## config.mk

```make
export PLATFORM = sky130hd
export DESIGN_NAME = dom_and_pipe
export DESIGN_NICKNAME = d
export VERILOG_FILES = /design/src/rtl/dom_and_pipe.sv
export SDC_FILE = /design/constraint.sdc
export NUM_CORES = 1
export LEC_CHECK = 0
export BUFFER_PORTS_ARGS = -buffer_cell sky130_fd_sc_hd__buf_2
export CORE_ASPECT_RATIO = 1.25
export CORE_MARGIN = 1.5
export CORE_UTILIZATION = 25
export DETAILED_ROUTE_END_ITERATION = 8
export PLACE_DENSITY = 0.39
export SYNTH_ARGS = -nofsm -noshare
export SYNTH_HDL_FRONTEND = slang
export SYNTH_SLANG_ARGS = --single-unit
```

## constraint.sdc

```tcl
create_clock -name clock_0 -period 2.5 [get_ports clock_0]
set_clock_uncertainty 0.1 [all_clocks]
set_input_delay 0.125 -clock clock_0 [delete_from_list [all_inputs] [get_ports clock_0]]
set_output_delay 0.125 -clock clock_0 [all_outputs]
set_load 0.1 [all_outputs]
```

## src/rtl/dom_and_pipe.sv

```systemverilog
// Order-D domain-oriented masked AND over W bit-sliced lanes, with valid/ready flow control.
// Define DOM_AND_PIPE_OUT_REG_EN to register the compressed shares (2-cycle latency instead of 1).
module dom_and_pipe #(
  parameter int D = 4,
  parameter int W = 1,
  localparam int N = D + 1,
  localparam int R = D * (D + 1) / 2
) (
  input  logic           clock_0,
  input  logic           reset_0,
  input  logic [N*W-1:0] io_i0,
  input  logic [N*W-1:0] io_i1,
  input  logic [R*W-1:0] p_rand,
  input  logic           io_in_valid,
  output logic           io_in_ready,
  output logic [N*W-1:0] io_o0,
  output logic           io_out_valid,
  input  logic           io_out_ready
);

  // Lexicographic index of the unordered pair {i,j}, i != j.
  function automatic int pair_idx(input int i, input int j);
    int lo;
    int hi;
    lo = (i < j) ? i : j;
    hi = (i < j) ? j : i;
    return lo * D - (lo * (lo - 1)) / 2 + (hi - lo - 1);
  endfunction

  logic           r_s1_valid;
  logic [W-1:0]   r_inner [N];
  logic [W-1:0]   r_cross [N][N];
  logic [N*W-1:0] w_comp;
  logic [W-1:0]   w_acc;
  logic           w_in_fire;
  logic           w_s1_consume;

  assign w_in_fire = io_in_valid & io_in_ready;

  // Cross-domain products are registered with their fresh mask before any cross-domain XOR.
  always_ff @(posedge clock_0) begin
    if (reset_0) begin
      r_s1_valid <= 1'b0;
      for (int i = 0; i < N; i++) begin
        r_inner[i] <= '0;
        for (int j = 0; j < N; j++) r_cross[i][j] <= '0;
      end
    end else if (w_in_fire) begin
      r_s1_valid <= 1'b1;
      for (int i = 0; i < N; i++) begin
        r_inner[i] <= io_i0[i*W +: W] & io_i1[i*W +: W];
        for (int j = 0; j < N; j++) begin
          if (i != j)
            r_cross[i][j] <= (io_i0[i*W +: W] & io_i1[j*W +: W]) ^ p_rand[pair_idx(i, j)*W +: W];
          else
            r_cross[i][j] <= '0;
        end
      end
    end else if (w_s1_consume) begin
      r_s1_valid <= 1'b0;
    end
  end

  always_comb begin
    w_comp = '0;
    w_acc  = '0;
    for (int i = 0; i < N; i++) begin
      w_acc = r_inner[i];
      for (int j = 0; j < N; j++) begin
        if (j != i) w_acc = w_acc ^ r_cross[i][j];
      end
      w_comp[i*W +: W] = w_acc;
    end
  end

`ifdef DOM_AND_PIPE_OUT_REG_EN
  logic           r_s2_valid;
  logic [N*W-1:0] r_out;
  logic           w_s2_free;

  assign w_s2_free    = ~r_s2_valid | io_out_ready;
  assign w_s1_consume = r_s1_valid & w_s2_free;
  assign io_in_ready  = ~r_s1_valid | w_s2_free;
  assign io_out_valid = r_s2_valid;
  assign io_o0        = r_out;

  always_ff @(posedge clock_0) begin
    if (reset_0) begin
      r_s2_valid <= 1'b0;
      r_out      <= '0;
    end else if (w_s1_consume) begin
      r_s2_valid <= 1'b1;
      r_out      <= w_comp;
    end else if (io_out_ready) begin
      r_s2_valid <= 1'b0;
    end
  end
`else
  // Compression is combinational here; the consumer must register io_o0 before further nonlinear logic.
  assign w_s1_consume = r_s1_valid & io_out_ready;
  assign io_in_ready  = ~r_s1_valid | io_out_ready;
  assign io_out_valid = r_s1_valid;
  assign io_o0        = w_comp;
`endif

endmodule

```

Yosys cells after proc, flatten, opt, wreduce, memory -nomap -nowiden. Memory sizes are Yosys's and may differ from the RTL's. Index checks and enable logic that the tools add are counted.

Flip-flop bits (word level): 1. RAM bits: 30. Bits of input ports: 24. Output and inout port bits: 7. Logic and storage cells: 140. Memories kept: 2.

Memories: r_cross (depth 5, bits a word 5, rd ports 5, clocked after Yosys merged registers in 0, wr ports 5, RTL line 32) `logic [W-1:0] r_cross [N][N];`; r_inner (depth 5, bits a word 1, rd ports 5, clocked after Yosys merged registers in 0, wr ports 5, RTL line 31) `logic [W-1:0] r_inner [N];`.

Multiplexer cells: 37. Bitwise logic cells: 99. Reduce and logical (&&, ||, !) cells: 1.

Operators with widths (number): bitwise XOR 1 bit (40); 2-to-1 mux 1 bit (37); bitwise OR 1 bit (31); AND 1 bit (27); nonzero test 2 bit (1); inverter 1 bit (1).

Logic depth before layout (Yosys ltp). Gate-level depths: netlist of run 1.

Word-level depth: 7. Gate-level depth with buffers: 4. Depth with buffers taken out: 3.

Worst setup path after synthesis of run 1. Ideal clock, no wire load.

Path kind: flip-flop to flip-flop. From: register r_s1_valid, in the netlist io_out_valid. To: memory r_cross[0][0] (netlist bit), enable pin. Setup time: 0.381 ns. Arrival: 2.338 ns. Data required time: 2.019 ns. Setup slack: -0.319 ns. Cell stages (with the launch flop): 5. Buffers on the path: 1. Period minus slack after synthesis: 2.819 ns. Path through: dfxtp_1 > nor2b_4 > buf_6 > inv_1 > a21o_1.

RTL lines: start: declaration (RTL line 30) `logic r_s1_valid;`; start signal: assignment (RTL line 43) `r_s1_valid <= 1'b0;`; start signal: assignment (RTL line 49) `r_s1_valid <= 1'b1;`; start signal: assignment (RTL line 60) `r_s1_valid <= 1'b0;`; end: declaration (RTL line 32).

==> qor.yml, run 1 <==
status:
  status: "completed"
timing:
  timing.final.hold_violations: 0
  setup_viol: 0
  max_freq_ghz: 0.537
  fin_ws_ns: 0.639
  setup_tns_ns: 0
  fin_crit_ns: 1.86
  fin_crit_sh_pct: 74.5
  slew_violations: 0
  slew-limit-headroom_pct: 57.2
  rsz0062_at_grt: "no"
  hold_ws_ns: 0.187
  worstMarginPinSlew_ns: 0.643
global_route:
  grt-ovfl-total: 0
  antenna_found_initial: 0
  grtUsageTotal_pct: 11.1
  grt_pass1_vias: 1286
  grt_pass1_wl_um: 6580
  grt_max_degree: 26
floorplan:
  dieArea_um2: 7810
  row_count: 34
  io_pins: 31
  start_util_pct: 25.9
  die_y_um: 98.4
  die_w_um: 79.3
  coreArea_um2: 7020
clock_tree:
  insertion_delay_ns: 0.27
  worst_setup_hold_path_clk_slew_ns: 0.09
  hold_buffers: 2
  clock-root-buffer: "clkbuf_8"
  ctsResizeCount: 0
  post_cts_buffers: 0
  cts-htree-levels: 1
  clockBufferDepth: 2
  cts.sinks: 26
  numCtsBuffers: 3
  cts_tree: "done"
place:
  dp.final_hpwl_um: 2660
  port_buffers: 30
  routabilityCongestion: 0.677
  place_ws_ns: 0.937
critical_path:
  start_kind: "register"
  worst-path-buf-inv: 1
  path_delay_family: "XOR/XNOR gates"
  slowest_stage: "buf_2"
  path_cells: "xnor3_1, xnor2_2, buf_2"
  cp.required_ns: 2.28
  crit_fanout: 1
  endpoint_kind: "output pin"
  arrival_ns: 1.64
  cpPeakStageDelay_ns: 0.44
  setup.worst_path.class: "reg2out"
drt:
  wire_per_inst_um: 15.9
  postRouteAntennaNets: 0
  drtPass1Iterations: 3
  drtIter0Drc: 58
  via_per_inst: 4.66
  num_vias: 1141
  wirelength_um: 3890
  drc_errors: 0
synth:
  syn-cell-area_um2: 1820
  syn_area_per_cell_um2: 13.6
  ys_ff_latch: 26
  synth_top_family_by_area: "compound AO/OA/AOI/OAI gates"
  yosys.area_share.simple_pct: 13.5
  ys_warn_count: 0
  synthXorXnorAreaFrac_pct: 11.0
  syn_inst: 134
  synth_compound_area_share_pct: 24.1
  synth_mux_area_share_pct: 0
  syn-num-nets: 158
  yosys.area_share.adder_pct: 0
  synth_cell_types: 22
  ys_seq_area_share_pct: 42.3
power:
  p_per_area_nw_per_um2: 628
  p_leak_nw: 0.770
  total_power_mw: 1.28
  ir_drop_v: 0.000206
cells_and_area:
  final_core_util_pct: 29.0
  syn2layout_area_growth_pct: 11.9
  diodes: 0
  nNetsFinal: 180
  drive_gt1_share_pct: 52.9
  n_fill_cell: 741
job:
  max_cap_violations: 0
worst_hold_path:
  hp-class: "in2reg"
[cells in the mapped netlist]
| cell type | n | area share [%] |
|---|---|---|
| a21o_1 | 1 | 0.41 |
| inv_1 | 2 | 0.41 |
| clkbuf_2 | 4 | 1.1 |
| a211oi_2 | 15 | 10 |
| nor2b_4 | 1 | 0.76 |
| nor3_2 | 4 | 2.2 |
| xnor2_1 | 5 | 2.4 |
| a21oi_1 | 1 | 0.27 |
| nand3b_1 | 20 | 8.2 |
| edfxtp_1 | 25 | 41 |
| dfxtp_1 | 1 | 1.1 |
| a211oi_1 | 5 | 2.1 |
| buf_12 | 1 | 1.1 |
| buf_4 | 1 | 0.41 |
| xnor3_1 | 5 | 6.2 |
| buf_6 | 9 | 5.6 |
| buf_2 | 2 | 0.55 |
| a21bo_2 | 20 | 11 |
| nand2_1 | 5 | 1.0 |
| nor3_4 | 1 | 0.89 |
| nand2b_1 | 1 | 0.34 |
| xor2_1 | 5 | 2.4 |
[logic make-up (layout without fill, tap and decap cells)]
kind of cell | Yosys count | count (layout)
buffers and inverters | 19 | 40
AND/OR/NAND/NOR | 32 | 32
AO/OA/AOI/OAI | 42 | 42
flip-flops | 26 | 26
XOR/XNOR | 15 | 15
[metal layers]
layer | wire length [um] | global-route usage, %
met5 | 0 | 0
met4 | 30 | 3.64
met3 | 189 | 2.24
met2 | 1930 | 18.7
met1 | 1740 | 14.1
[layout by cell type, fill, tap and decap left out, types with 4 or more instances in the layout]
cell,n
nor3_2,4
buf_2,30
a211oi_2,15
edfxtp_1,25
a211oi_1,5
nand2_1,5
xor2_1,5
xnor2_2,4
a21bo_2,20
nand3b_1,20
xnor3_1,5
[where the power goes]
group / internal [mW] / switching (mW) / total [mW]
logic: 0.146 / 0.362 / 0.508
registers: 0.514 / 0.0131 / 0.527
clock network: 0.110 / 0.134 / 0.244
[stage by stage]
| step | std cells | area [um2] |
|---|---|---|
| floorplan | 134 | 1850 |
| global placement | 239 | 1970 |
| detailed placement | 239 | 1970 |
| CTS | 245 | 2040 |
| global route | 245 | 2040 |
| finish | 245 | 2040 |
[area by class of cell]
cell class / instances / area [um2] / area share (%)
Inverter: 2 / 7.51 / 0.369
Clock buffer: 3 / 41.3 / 2.03
Sequential cell: 26 / 772 / 37.9
Multi-Input combinational cell: 89 / 915 / 44.9
Timing Repair Buffer: 34 / 185 / 9.09
Clock inverter: 1 / 3.75 / 0.184
Tap cell: 90 / 113 / 5.53
[flip-flops by register name, indices dropped and copies added, names as in the netlist]
| name | cells |
|---|---|
| r_inner | 5 |
| r_cross | 20 |
| io_out_valid | 1 |
[worst min-delay path, cell delays in order]
cell      delay (ns)
buf_2           0.09
nand3b_1        0.11
a211oi_2        0.06
[worst paths after layout]
path	start	endpoint	slack, ns	cells past startpoint
setup / recovery	r_cross[0][19]	io_o0[3]	0.64	3
hold / removal	p_rand[0]	r_cross[0][9]	0.19	3
setup reg to reg	io_out_valid	r_cross[0][22]	0.95	3
hold reg to reg	io_out_valid	r_inner[0][2]	0.93	3
No activity file was read; power rests on OpenSTA's default activity.
==> run 2: changes to the inputs <==
Clock period 2.5 ns to 1.8 ns, I/O delays scaled along.
==> run 2 against run 1 <==
Via count decreased by 0.44%. Global-route usage down 0.16 points. Routed wire length up 0.44%.
==> qor.yml, run 2 (synthesized netlist as in run 1, its figures left out) <==
status:
  status: "completed"
worst_hold_path:
  worstHoldPathCells: 3
  hp-class: "in2reg"
  hold_path_end: "r_cross[0][10]"
  min_from: "p_rand[8]"
power:
  p_per_area_nw_per_um2: 919
  ir_drop_v: 0.000415
  p_leak_nw: 0.802
  total_power_mw: 1.99
timing:
  slew_violations: 0
  slew-limit-headroom_pct: 67.7
  fin_crit_ns: 1.66
  max_freq_ghz: 0.601
  rsz0062_at_grt: "no"
  setup_viol: 0
  hold_ws_ns: 0.149
  setup_tns_ns: 0
  fin_crit_sh_pct: 92.5
  fin_ws_ns: 0.135
  worstMarginPinSlew_ns: 0.488
  timing.final.hold_violations: 0
critical_path:
  r2r-start: "io_out_valid"
  start_kind: "register"
  r2r_end: "io_out_valid"
  crit_fanout: 1
  cp.required_ns: 1.61
  reg2regPathDepth: 4
  arrival_ns: 1.47
  setup.worst_path.class: "reg2out"
  r2r_slack_ns: 0.32
  endpoint_kind: "output pin"
cells_and_area:
  regMostFlops: "r_cross"
  syn2layout_area_growth_pct: 19.2
  nNetsFinal: 180
  drive_gt1_share_pct: 53.5
  diodes: 0
  final_cells: 245
  largest_reg_flops: 20
  final_area_um2: 2170
  final_cell_mix: "25 x buf_2, 25 x edfxtp_1, 20 x a21bo_2, 20 x nand3b_1, 15 x a211oi_2"
  final_core_util_pct: 30.9
  n_fill_cell: 722
drt:
  drtIter0Drc: 43
  wirelength_um: 3910
  drc_errors: 0
  wire_per_inst_um: 16.0
  num_vias: 1136
  postRouteAntennaNets: 0
  via_per_inst: 4.64
  drtPass1Iterations: 4
global_route:
  grt_max_degree: 26
  antenna_found_initial: 0
  grt_pass1_vias: 1287
  grt_pass1_wl_um: 6510
  grt-ovfl-total: 0
  grtUsageTotal_pct: 10.9
clock_tree:
  clockBufferDepth: 2
  cts.sinks: 26
  clock-root-buffer: "clkbuf_8"
  cts-htree-levels: 1
  insertion_delay_ns: 0.27
  worst_setup_hold_path_clk_slew_ns: 0.09
  numCtsBuffers: 3
  cts_tree: "done"
  ctsResizeCount: 0
floorplan:
  coreArea_um2: 7020
  die_y_um: 98.4
  start_util_pct: 25.9
  dieArea_um2: 7810
  row_count: 34
  die_w_um: 79.3
  io_pins: 31
place:
  place_area_um2: 2100
  dp.final_hpwl_um: 2760
  place_ws_ns: 0.394
  dpl.cell_count: 239
  port_buffers: 30
  routabilityCongestion: 0.669
job:
  max_cap_violations: 0
[run 2: cell types whose count changed in the layout (fill, tap and decap cells not counted), sizes merged]
cell / delta
inv: -1
clkinvlp: +1
[run 2: worst max-delay path by stage]
stage / startpoint / to / slack [ns] / depth (start not counted)
2_1_floorplan: io_out_valid / r_cross[0][0] / -0.30 / 4
3_3_place_gp: io_out_valid / r_cross[0][19] / 0.42 / 3
3_5_place_dp: io_out_valid / r_cross[0][19] / 0.39 / 3
4_1_cts: r_cross[0][24] / io_o0[4] / 0.11 / 3
5_1_grt: r_cross[0][14] / io_o0[2] / 0.06 / 3
6_report: r_cross[0][24] / io_o0[4] / 0.14 / 3
[run 2: worst max-delay path, stage by stage, from the launching register on]
cell	delay [ns]
edfxtp_1	0.37
xnor3_1	0.37
xnor2_1	0.24
buf_12	0.21
[run 2: report_power, final]
part / internal, mW / switching (mW) / total [mW]
sequential: 0.713 / 0.0175 / 0.730
clock: 0.153 / 0.189 / 0.342
combinational: 0.371 / 0.550 / 0.921
total: 1.24 / 0.757 / 1.99
[run 2: area by class of cell]
type                    instances  area (um2)  share of cell area (%)
flip-flops and latches         26         774                    35.7
inverters                       2        11.3                   0.519
well taps                      90         113                    5.19
clock buffers                   3        41.3                    1.90
clock inverters                 1        3.75                   0.173
repair buffers                 34         260                    12.0
multi-input cells              89         966                    44.5
[run 2: routing by layer]
| layer | up-vias | track usage, % | routed length, um |
|---|---|---|---|
| met1 | 574 | 13.2 | 1720 |
| met4 | 0 | 3.24 | 30 |
| li1 | 543 | - | - |
| met2 | 17 | 20.1 | 2080 |
| met3 | 2 | 1.12 | 76 |
| met5 | - | 0 | 0 |
[run 2: timing repair]
| item | in CTS | in global routing |
|---|---|---|
| hold endpoints to repair | 1 | 0 |
| buffers inserted | 0 | 0 |
| hold buffers | 2 | 0 |
==> run 3: changes to the inputs <==
Settings changed: CORE_ASPECT_RATIO 1.25 to 0.7, CTS_CLUSTER_DIAMETER from default to 80.
==> run 3 against run 2 <==
Sequential power about the same. Die area barely moved. Global-route usage fell by 0.87 points. Total power increased by 7.6%. Combinational power is 0.5% higher. Largest cell class unchanged. Worst hold slack better by 0.0063 ns. Register-to-register slack barely moved. Highest routed layer unchanged.
==> qor.yml, run 3 (synthesized netlist as in run 1, its figures left out) <==
clock_tree:
  numCtsBuffers: 3
  hold_buffers: 2
  clockBufferDepth: 2
  clock-root-buffer: "clkbuf_8"
  worst_setup_hold_path_clk_slew_ns: 0.09
  cts.sinks: 26
  insertion_delay_ns: 0.27
  cts_tree: "done"
  ctsResizeCount: 0
  post_cts_buffers: 0
  cts-htree-levels: 1
timing:
  timing.final.hold_violations: 0
  slew_violations: 0
  worstMarginPinSlew_ns: 0.486
  rsz0062_at_grt: "no"
  hold_ws_ns: 0.155
  slew-limit-headroom_pct: 67.8
  setup_viol: 0
  max_freq_ghz: 0.586
  fin_crit_sh_pct: 94.7
  fin_crit_ns: 1.71
power:
  p_per_area_nw_per_um2: 971
  power.internal_mw: 1.38
  p_sw_mw: 0.762
  p_comb_share_pct: 43.2
  p_leak_nw: 0.819
  total_power_mw: 2.14
  seqPwrFrac_pct: 34.1
  power_frac_clock_pct: 22.7
  ir_drop_v: 0.000355
  swShare_pct: 35.5
cells_and_area:
  largest_reg_flops: 20
  diodes: 0
  syn2layout_area_growth_pct: 21.3
  final_cell_mix: "25 x buf_2, 25 x edfxtp_1, 20 x a21bo_2, 20 x nand3b_1, 15 x a211oi_2"
  drive_gt1_share_pct: 54.5
  nNetsFinal: 181
  regMostFlops: "r_cross"
  final_area_um2: 2210
critical_path:
  cp.required_ns: 1.61
  start_kind: "register"
  r2r_slack_ns: 0.33
  r2r_end: "io_out_valid"
  endpoint_kind: "output pin"
  crit_fanout: 1
  cpPeakStageDelay_ns: 0.38
  reg2regPathDepth: 4
  r2r-start: "io_out_valid"
  worst-path-buf-inv: 1
  path_delay_family: "XOR/XNOR gates"
  arrival_ns: 1.52
  cp-startpoint: "r_cross[0][24]"
  path_cells: "xnor3_1, xnor2_1, buf_12"
  setup.worst_path.class: "reg2out"
  slowest_stage: "edfxtp_1"
place:
  dp.final_hpwl_um: 2730
  port_buffers: 30
  routabilityCongestion: 0.651
  place_area_um2: 2120
floorplan:
  start_util_pct: 26.5
  die_y_um: 74.4
  row_count: 25
  dieArea_um2: 7810
  coreArea_um2: 6880
  die_w_um: 105
  io_pins: 31
drt:
  num_vias: 1135
  postRouteAntennaNets: 0
  drc_errors: 0
  wirelength_um: 3800
  drtIter0Drc: 30
  wire_per_inst_um: 15.2
  drtPass1Iterations: 4
  top_layer_used: "met4"
  m1WireLength_um: 2010
  wl_met3_um: 167
  via_per_inst: 4.54
  met2_length_um: 1580
global_route:
  grt-ovfl-total: 0
  grt_pass1_vias: 1100
  grt_max_degree: 26
  grtUsageTotal_pct: 10.1
  grt_pass1_wl_um: 5840
  antenna_found_initial: 0
worst_hold_path:
  worstHoldPathCells: 3
  min_from: "p_rand[8]"
  hold_path_end: "r_cross[0][10]"
  hp-class: "in2reg"
job:
  max_cap_violations: 0
status:
  status: "completed"
[run 3: metal layers]
metal  global-route usage (%)  vias up
li1                         -      546
met1                     14.2      560
met2                     15.0       25
met3                     2.98        4
met4                     2.89        0
met5                        0        -
[run 3: worst max-delay path by stage]
stage,end,cells past startpoint
2_1_floorplan,r_cross[0][0],4
3_3_place_gp,io_o0[2],3
3_5_place_dp,io_o0[4],3
4_1_cts,io_o0[4],3
5_1_grt,io_o0[4],3
6_report,io_o0[4],3
[run 3: tightest hold or removal path, stage by stage]
cell and delay (ns):
buf_2 0.11, nand3b_1 0.10, a211oi_1 0.06
[run 3: area by class of cell]
class | instances | area (um2)
sequential | 26 | 774
multi-input combinational | 89 | 966
clock buffer | 3 | 41.3
timing repair buffer | 35 | 268
inverter | 2 | 11.3
tap | 94 | 118
clock inverter | 1 | 30.0
fill | 714 | 4670
[run 3: power by group through the flow]
| stage | logic (mW) | registers (mW) | clock network (mW) |
|---|---|---|---|
| 6_report | 0.926 | 0.731 | 0.488 |
| 5_1_grt | 0.960 | 0.737 | 0.520 |
| 4_1_cts | 0.932 | 0.732 | 0.502 |
| 3_5_place_dp | 0.927 | 0.746 | 0 |
| 3_3_place_gp | 0.918 | 0.745 | 0 |
| 2_1_floorplan | 0.682 | 0.751 | 0 |
[run 3: metrics by stage]
stage / util (%) / cells / worst slack (ns) / setup TNS [ns]
2_1_floorplan: - / 134 / -0.303 / -7.58
3_3_place_gp: 30.8 / 244 / 0.380 / 0
3_5_place_dp: 30.8 / 244 / 0.372 / 0
4_1_cts: 32.1 / 250 / 0.0565 / 0
5_1_grt: 32.1 / 250 / 0.0180 / 0
6_report: 32.1 / 250 / 0.0946 / 0
